[config.mk]
export PLATFORM = sky130hd
export DESIGN_NAME = lcd_bus_writer
export DESIGN_NICKNAME = d
export VERILOG_FILES = /design/src/rtl/lcd_pkg.sv /design/src/rtl/lcd_bus_writer.sv
export SDC_FILE = /design/constraint.sdc
export NUM_CORES = 1
export LEC_CHECK = 0
export ABC_AREA = 1
export CAP_MARGIN = 20
export CORE_MARGIN = 3
export CORE_UTILIZATION = 30
export CTS_BUF_LIST = sky130_fd_sc_hd__clkbuf_4 sky130_fd_sc_hd__clkbuf_8
export DETAILED_ROUTE_END_ITERATION = 10
export GPL_ROUTABILITY_DRIVEN = 0
export PLACE_DENSITY = 0.57
export SYNTH_ARGS = -nofsm -noshare
export SYNTH_HDL_FRONTEND = slang
export SYNTH_SLANG_ARGS = --single-unit
[constraint.sdc]
create_clock -name clk -period 2.2 [get_ports clk]
set_clock_uncertainty 0.05 [all_clocks]
set_input_delay 0.44 -clock clk [delete_from_list [all_inputs] [get_ports clk]]
set_output_delay 0.44 -clock clk [all_outputs]
set_load 0.01 [all_outputs]
[src/rtl/lcd_pkg.sv]
// Shared definitions for the HD44780-class LCD bus writer:
// FSM state encoding, command constants, 50 MHz timing defaults
// and small helper functions.
package lcd_pkg;

    typedef enum logic [2:0] {
        IDLE,
        SETUP,
        PULSE,
        HOLD,
        EXEC
    } lcd_state_e;

    localparam logic [7:0] LCD_CMD_CLEAR = 8'h01;
    localparam logic [7:0] LCD_CMD_HOME  = 8'h02;

    // Timing defaults for a 50 MHz clock (20 ns period).
    localparam int unsigned LCD_E_SETUP_CYC   = 2;
    localparam int unsigned LCD_E_PULSE_CYC   = 12;
    localparam int unsigned LCD_E_HOLD_CYC    = 2;
    localparam int unsigned LCD_EXEC_CYC      = 2500;
    localparam int unsigned LCD_LONG_EXEC_CYC = 82000;

    // Clear (0x01) and Return Home (0x02/0x03, bit 0 is don't-care)
    // need the long execution time; everything else is short.
    function automatic logic lcd_is_long(input logic       rs,
                                         input logic [7:0] data);
        logic is_clear;
        logic is_home;
        is_clear = (data == LCD_CMD_CLEAR);
        is_home  = (data[7:1] == LCD_CMD_HOME[7:1]);
        return !rs && (is_clear || is_home);
    endfunction

    function automatic int unsigned lcd_max(input int unsigned a,
                                            input int unsigned b);
        return (a > b) ? a : b;
    endfunction

endpackage

[src/rtl/lcd_bus_writer.sv]
// Write-only 8-bit parallel bus transmitter for an HD44780-class LCD.
// Ports: clk/rst (async active-high); in_valid/in_ready/in_rs/in_data
// upstream byte handshake; lcd_rs/lcd_rw/lcd_e/lcd_data to the pins;
// busy is high whenever the FSM is not IDLE. All outputs registered.
module lcd_bus_writer
    import lcd_pkg::*;
#(
    parameter int unsigned E_SETUP_CYC   = LCD_E_SETUP_CYC,
    parameter int unsigned E_PULSE_CYC   = LCD_E_PULSE_CYC,
    parameter int unsigned E_HOLD_CYC    = LCD_E_HOLD_CYC,
    parameter int unsigned EXEC_CYC      = LCD_EXEC_CYC,
    parameter int unsigned LONG_EXEC_CYC = LCD_LONG_EXEC_CYC
) (
    input  logic       clk,
    input  logic       rst,
    input  logic       in_valid,
    output logic       in_ready,
    input  logic       in_rs,
    input  logic [7:0] in_data,
    output logic       lcd_rs,
    output logic       lcd_rw,
    output logic       lcd_e,
    output logic [7:0] lcd_data,
    output logic       busy
);

    localparam int unsigned MAX_CYC =
        lcd_max(lcd_max(E_SETUP_CYC, E_PULSE_CYC),
                lcd_max(E_HOLD_CYC,
                        lcd_max(EXEC_CYC, LONG_EXEC_CYC)));

    localparam int unsigned CW = $clog2(MAX_CYC) + 1;

    // Reload values: each state runs until the counter reaches 0,
    // so loading N-1 gives exactly N cycles in that state.
    localparam logic [CW-1:0] SETUP_LD = CW'(E_SETUP_CYC - 1);
    localparam logic [CW-1:0] PULSE_LD = CW'(E_PULSE_CYC - 1);
    localparam logic [CW-1:0] HOLD_LD  = CW'(E_HOLD_CYC - 1);
    localparam logic [CW-1:0] EXEC_LD  = CW'(EXEC_CYC - 1);
    localparam logic [CW-1:0] LEXEC_LD = CW'(LONG_EXEC_CYC - 1);

    lcd_state_e    state_q;
    logic [CW-1:0] cnt_q;
    logic          long_q;
    logic          in_ready_q;
    logic          busy_q;
    logic          lcd_e_q;
    logic          lcd_rs_q;
    logic [7:0]    lcd_data_q;

    logic [CW-1:0] exec_ld_d;
    logic          cnt_zero;

    assign exec_ld_d = long_q ? LEXEC_LD : EXEC_LD;
    assign cnt_zero  = (cnt_q == '0);

    always_ff @(posedge clk or posedge rst) begin
        if (rst) begin
            state_q    <= IDLE;
            cnt_q      <= '0;
            long_q     <= 1'b0;
            in_ready_q <= 1'b1;
            busy_q     <= 1'b0;
            lcd_e_q    <= 1'b0;
            lcd_rs_q   <= 1'b0;
            lcd_data_q <= 8'h00;
        end else begin
            unique case (state_q)
                IDLE: begin
                    // in_ready is high throughout IDLE, so in_valid
                    // alone marks a transfer here.
                    if (in_valid) begin
                        state_q    <= SETUP;
                        cnt_q      <= SETUP_LD;
                        lcd_rs_q   <= in_rs;
                        lcd_data_q <= in_data;
                        long_q     <= lcd_is_long(in_rs, in_data);
                        in_ready_q <= 1'b0;
                        busy_q     <= 1'b1;
                    end
                end
                SETUP: begin
                    if (cnt_zero) begin
                        state_q <= PULSE;
                        cnt_q   <= PULSE_LD;
                        lcd_e_q <= 1'b1;
                    end else begin
                        cnt_q <= cnt_q - 1'b1;
                    end
                end
                PULSE: begin
                    if (cnt_zero) begin
                        state_q <= HOLD;
                        cnt_q   <= HOLD_LD;
                        lcd_e_q <= 1'b0;
                    end else begin
                        cnt_q <= cnt_q - 1'b1;
                    end
                end
                HOLD: begin
                    if (cnt_zero) begin
                        state_q <= EXEC;
                        cnt_q   <= exec_ld_d;
                    end else begin
                        cnt_q <= cnt_q - 1'b1;
                    end
                end
                EXEC: begin
                    if (cnt_zero) begin
                        state_q    <= IDLE;
                        in_ready_q <= 1'b1;
                        busy_q     <= 1'b0;
                    end else begin
                        cnt_q <= cnt_q - 1'b1;
                    end
                end
                default: begin
                    state_q    <= IDLE;
                    cnt_q      <= '0;
                    in_ready_q <= 1'b1;
                    busy_q     <= 1'b0;
                    lcd_e_q    <= 1'b0;
                end
            endcase
        end
    end

    assign in_ready = in_ready_q;
    assign busy     = busy_q;
    assign lcd_e    = lcd_e_q;
    assign lcd_rs   = lcd_rs_q;
    assign lcd_data = lcd_data_q;
    // The bus is never read back.
    assign lcd_rw   = 1'b0;

endmodule

==> flow_metrics.tcl <==
set metrics [dict create \
    post-place-cells 444 \
    reg2reg_from "cnt_q[0]" \
    dieArea_sq_um 8828 \
    final_core_util_pct 37.22 \
    clock_latency_ns 0.29 \
    yosysTopAreaCell "dfrtp_1" \
    rrSetupSlack_ns 0.33 \
    die_h_um 93.96 \
    cts_buffer_depth 2 \
    setup_ws_ns 0.3265 \
    drt_iter0_markers 103 \
    layout_common_cells "nand2_1, inv_1, nor2_1" \
    hold_path_class "reg -> reg" \
    synthArstFlopShare_pct 100.0 \
    gr-total-overflow 0 \
    drv_cap 0 \
    final_layout_size_suffix_gt1_share_pct 14.45 \
    worst-path-stages 12 \
    totalWireLength_mm 5.344 \
    syn_nets 339 \
    clk_pin_slew_ns 0.07 \
    syn2layout_area_growth_pct 18.17 \
    end_kind "register" \
    powerDensity_nw_per_um2 420.2 \
    cts_made_buffers 5 \
    cp-start-kind "register" \
    post_cts_buffers 0 \
    ant_nets 0 \
    root_buffer "clkbuf_8" \
    fin_setup_tns_ns 0 \
    fin_crit_ns 1.873 \
    cts_resized 0 \
    ctsHtreeMaxLevel 2 \
    ys_warn_count 0 \
    cp.required_ns 2.37 \
    slew_violations 0 \
    initial_core_util_pct 31.49 \
    drc 0 \
    netlist.area_leader.share_pct 35.58 \
    core_sq_um 7370 \
    synth_ff_type "dfrtp_1" \
    grt_first_pass_wirelength_mm 9.335 \
    setup_violations 0 \
    vdd_drop_max_mv 0.1852 \
    critPathBufInv 4 \
    vias 1973 \
    p_leak_nw 1.506 \
    synth_cells 325 \
    fmax_ghz 0.5338 \
    slowest_stage "dfrtp_1" \
    endpoint "cnt_q[17]" \
    grt_pass1_vias 2015 \
    dpl.hpwl_mm 4.209 \
    fin_crit_sh_pct 85.16 \
    n_fill_cell 801 \
    layout_commonest_cell "nand2_1" \
    status "finished, final reports clean" \
    hold_viol_final 0 \
    final_nets 366 \
    die_w_um 93.96 \
    reg2reg_to "cnt_q[17]" \
    reg2reg_depth 12 \
    cp_top_family "simple AND/OR/NAND/NOR gates" \
    synth.avg_cell_area_sq_um 7.141 \
    yosys.cell_types.count 33 \
    critPathKind "reg -> reg" \
    antenna_cells 0 \
    grt_use_total_pct 13.31 \
    cts_tree "built" \
    grt_max_degree 35 \
    cp-startpoint "cnt_q[0]" \
    ys_top_cells_by_area "dfrtp_1, nand2_1, inv_1, nor2_1, nand3_1" \
    port_buffers 23 \
    drtPass1Iterations 4 \
    crit_fanout 12 \
    ios 25 \
    ys_seq_area_share_pct 36.71 \
    pre_cts_slack_ns 0.3241 \
    antenna_found_initial 0 \
    num_rows 31 \
    post_drt_wl_per_cell_um 11.82 \
    worstPathArrival_ns 2.05 \
    slowest_delay_ns 0.39 \
    synth_seq_cells 34 \
    synth_edf_count 0 \
    crit_path_cell_trace "inv_1, ha_1, inv_1, nor2_1, nand3_1, nor2_4, nand3_4, nand2_4, inv_4, nand2_2, inv_2, nor2_1" \
    final_cells 452 \
    vias_per_cell 4.365 \
    rsz0062_at_grt "no" \
    ctsHoldBuffers 0 \
    cts_sinks 34 \
    synth_area_sq_um 2321 \
]
cell type report:
cell class / count / area (sq um) / share of cell area [%]
Clock buffer: 7 / 90.09 / 3.285
Clock inverter: 1 / 5.005 / 0.1825
Inverter: 46 / 180.2 / 6.569
Multi-Input combinational cell: 240 / 1246 / 45.44
Tap cell: 99 / 123.9 / 4.516
Timing Repair Buffer: 25 / 245.2 / 8.942
Sequential cell: 34 / 852.1 / 31.07
layer usage:
layer	global-route usage [%]	up-vias	routed length, um
met5	0	-	0
met4	3.249	0	38
met3	3.285	4	214
met2	21.76	38	2423
met1	17.60	884	2668
li1	-	1047	-
worst register-to-register path, delay by kind of cell (launching register included):
family	cells	cell delay (ns)
simple gates	7	0.89
flops	1	0.39
buf+inv	4	0.31
fa+ha+maj	1	0.18
synthesized netlist by cell type, types with 3 or more instances:
| cell type | number |
|---|---|
| nand2_1 | 116 |
| xor2_1 | 4 |
| inv_2 | 5 |
| nand2_4 | 5 |
| o21ai_1 | 8 |
| nor2_4 | 8 |
| inv_4 | 3 |
| nor2_2 | 7 |
| o21ai_0 | 6 |
| nand2_2 | 4 |
| nand3b_1 | 3 |
| nand3_1 | 18 |
| nand4_1 | 7 |
| inv_1 | 38 |
| dfrtp_1 | 33 |
| nor2_1 | 36 |
metrics by stage:
step           cell area [sq um]  hold WS (ns)  power [W]
6_report                    2743        0.4365   0.001153
5_1_grt                     2743        0.4578   0.001205
4_1_cts                     2743        0.4400   0.001177
3_5_place_dp                2648        0.4194  0.0006777
3_3_place_gp                2648        0.4169  0.0006773
2_1_floorplan               2321        0.4212  0.0006520
power breakdown:
part	internal [W]	leakage, nW	switching (W)
combinational	0.0000195	1.02	0.0000196
sequential	0.000625	0.436	0
clock	0.000265	0.0517	0.000224
logic make-up (layout without fill, tap and decap cells):
kind of cell / count (synthesis) / in the layout / synth area share (%)
and+or+nand+nor: 214 / 214 / 46.25
buffers and inverters: 51 / 79 / 9.596
DFF: 34 / 34 / 36.71
AOI/OAI and AO/OA: 19 / 19 / 4.690
xor gates and xnor gates: 4 / 4 / 1.509
adders and majority gates: 2 / 2 / 1.078
other: 1 / 1 / 0.1616
worst min path at each step:
stage,start,endpoint,slack [ns],depth (start not counted)
3_5_place_dp,lcd_data[2],lcd_data[2],0.42,2
5_1_grt,lcd_data[0],lcd_data[0],0.46,2
3_3_place_gp,lcd_data[2],lcd_data[2],0.42,2
6_report,in_ready,in_ready,0.44,2
4_1_cts,in_ready,in_ready,0.44,2
2_1_floorplan,cnt_q[1],cnt_q[1],0.42,2
state kept, by name, indices dropped and copies added, names as in the netlist:
register / count
state_q: 3
lcd_rs: 1
cnt_q: 18
lcd_data: 8
long_q: 1
in_ready: 1
lcd_e: 1
busy: 1
No activity file was read; power rests on OpenSTA's default activity.
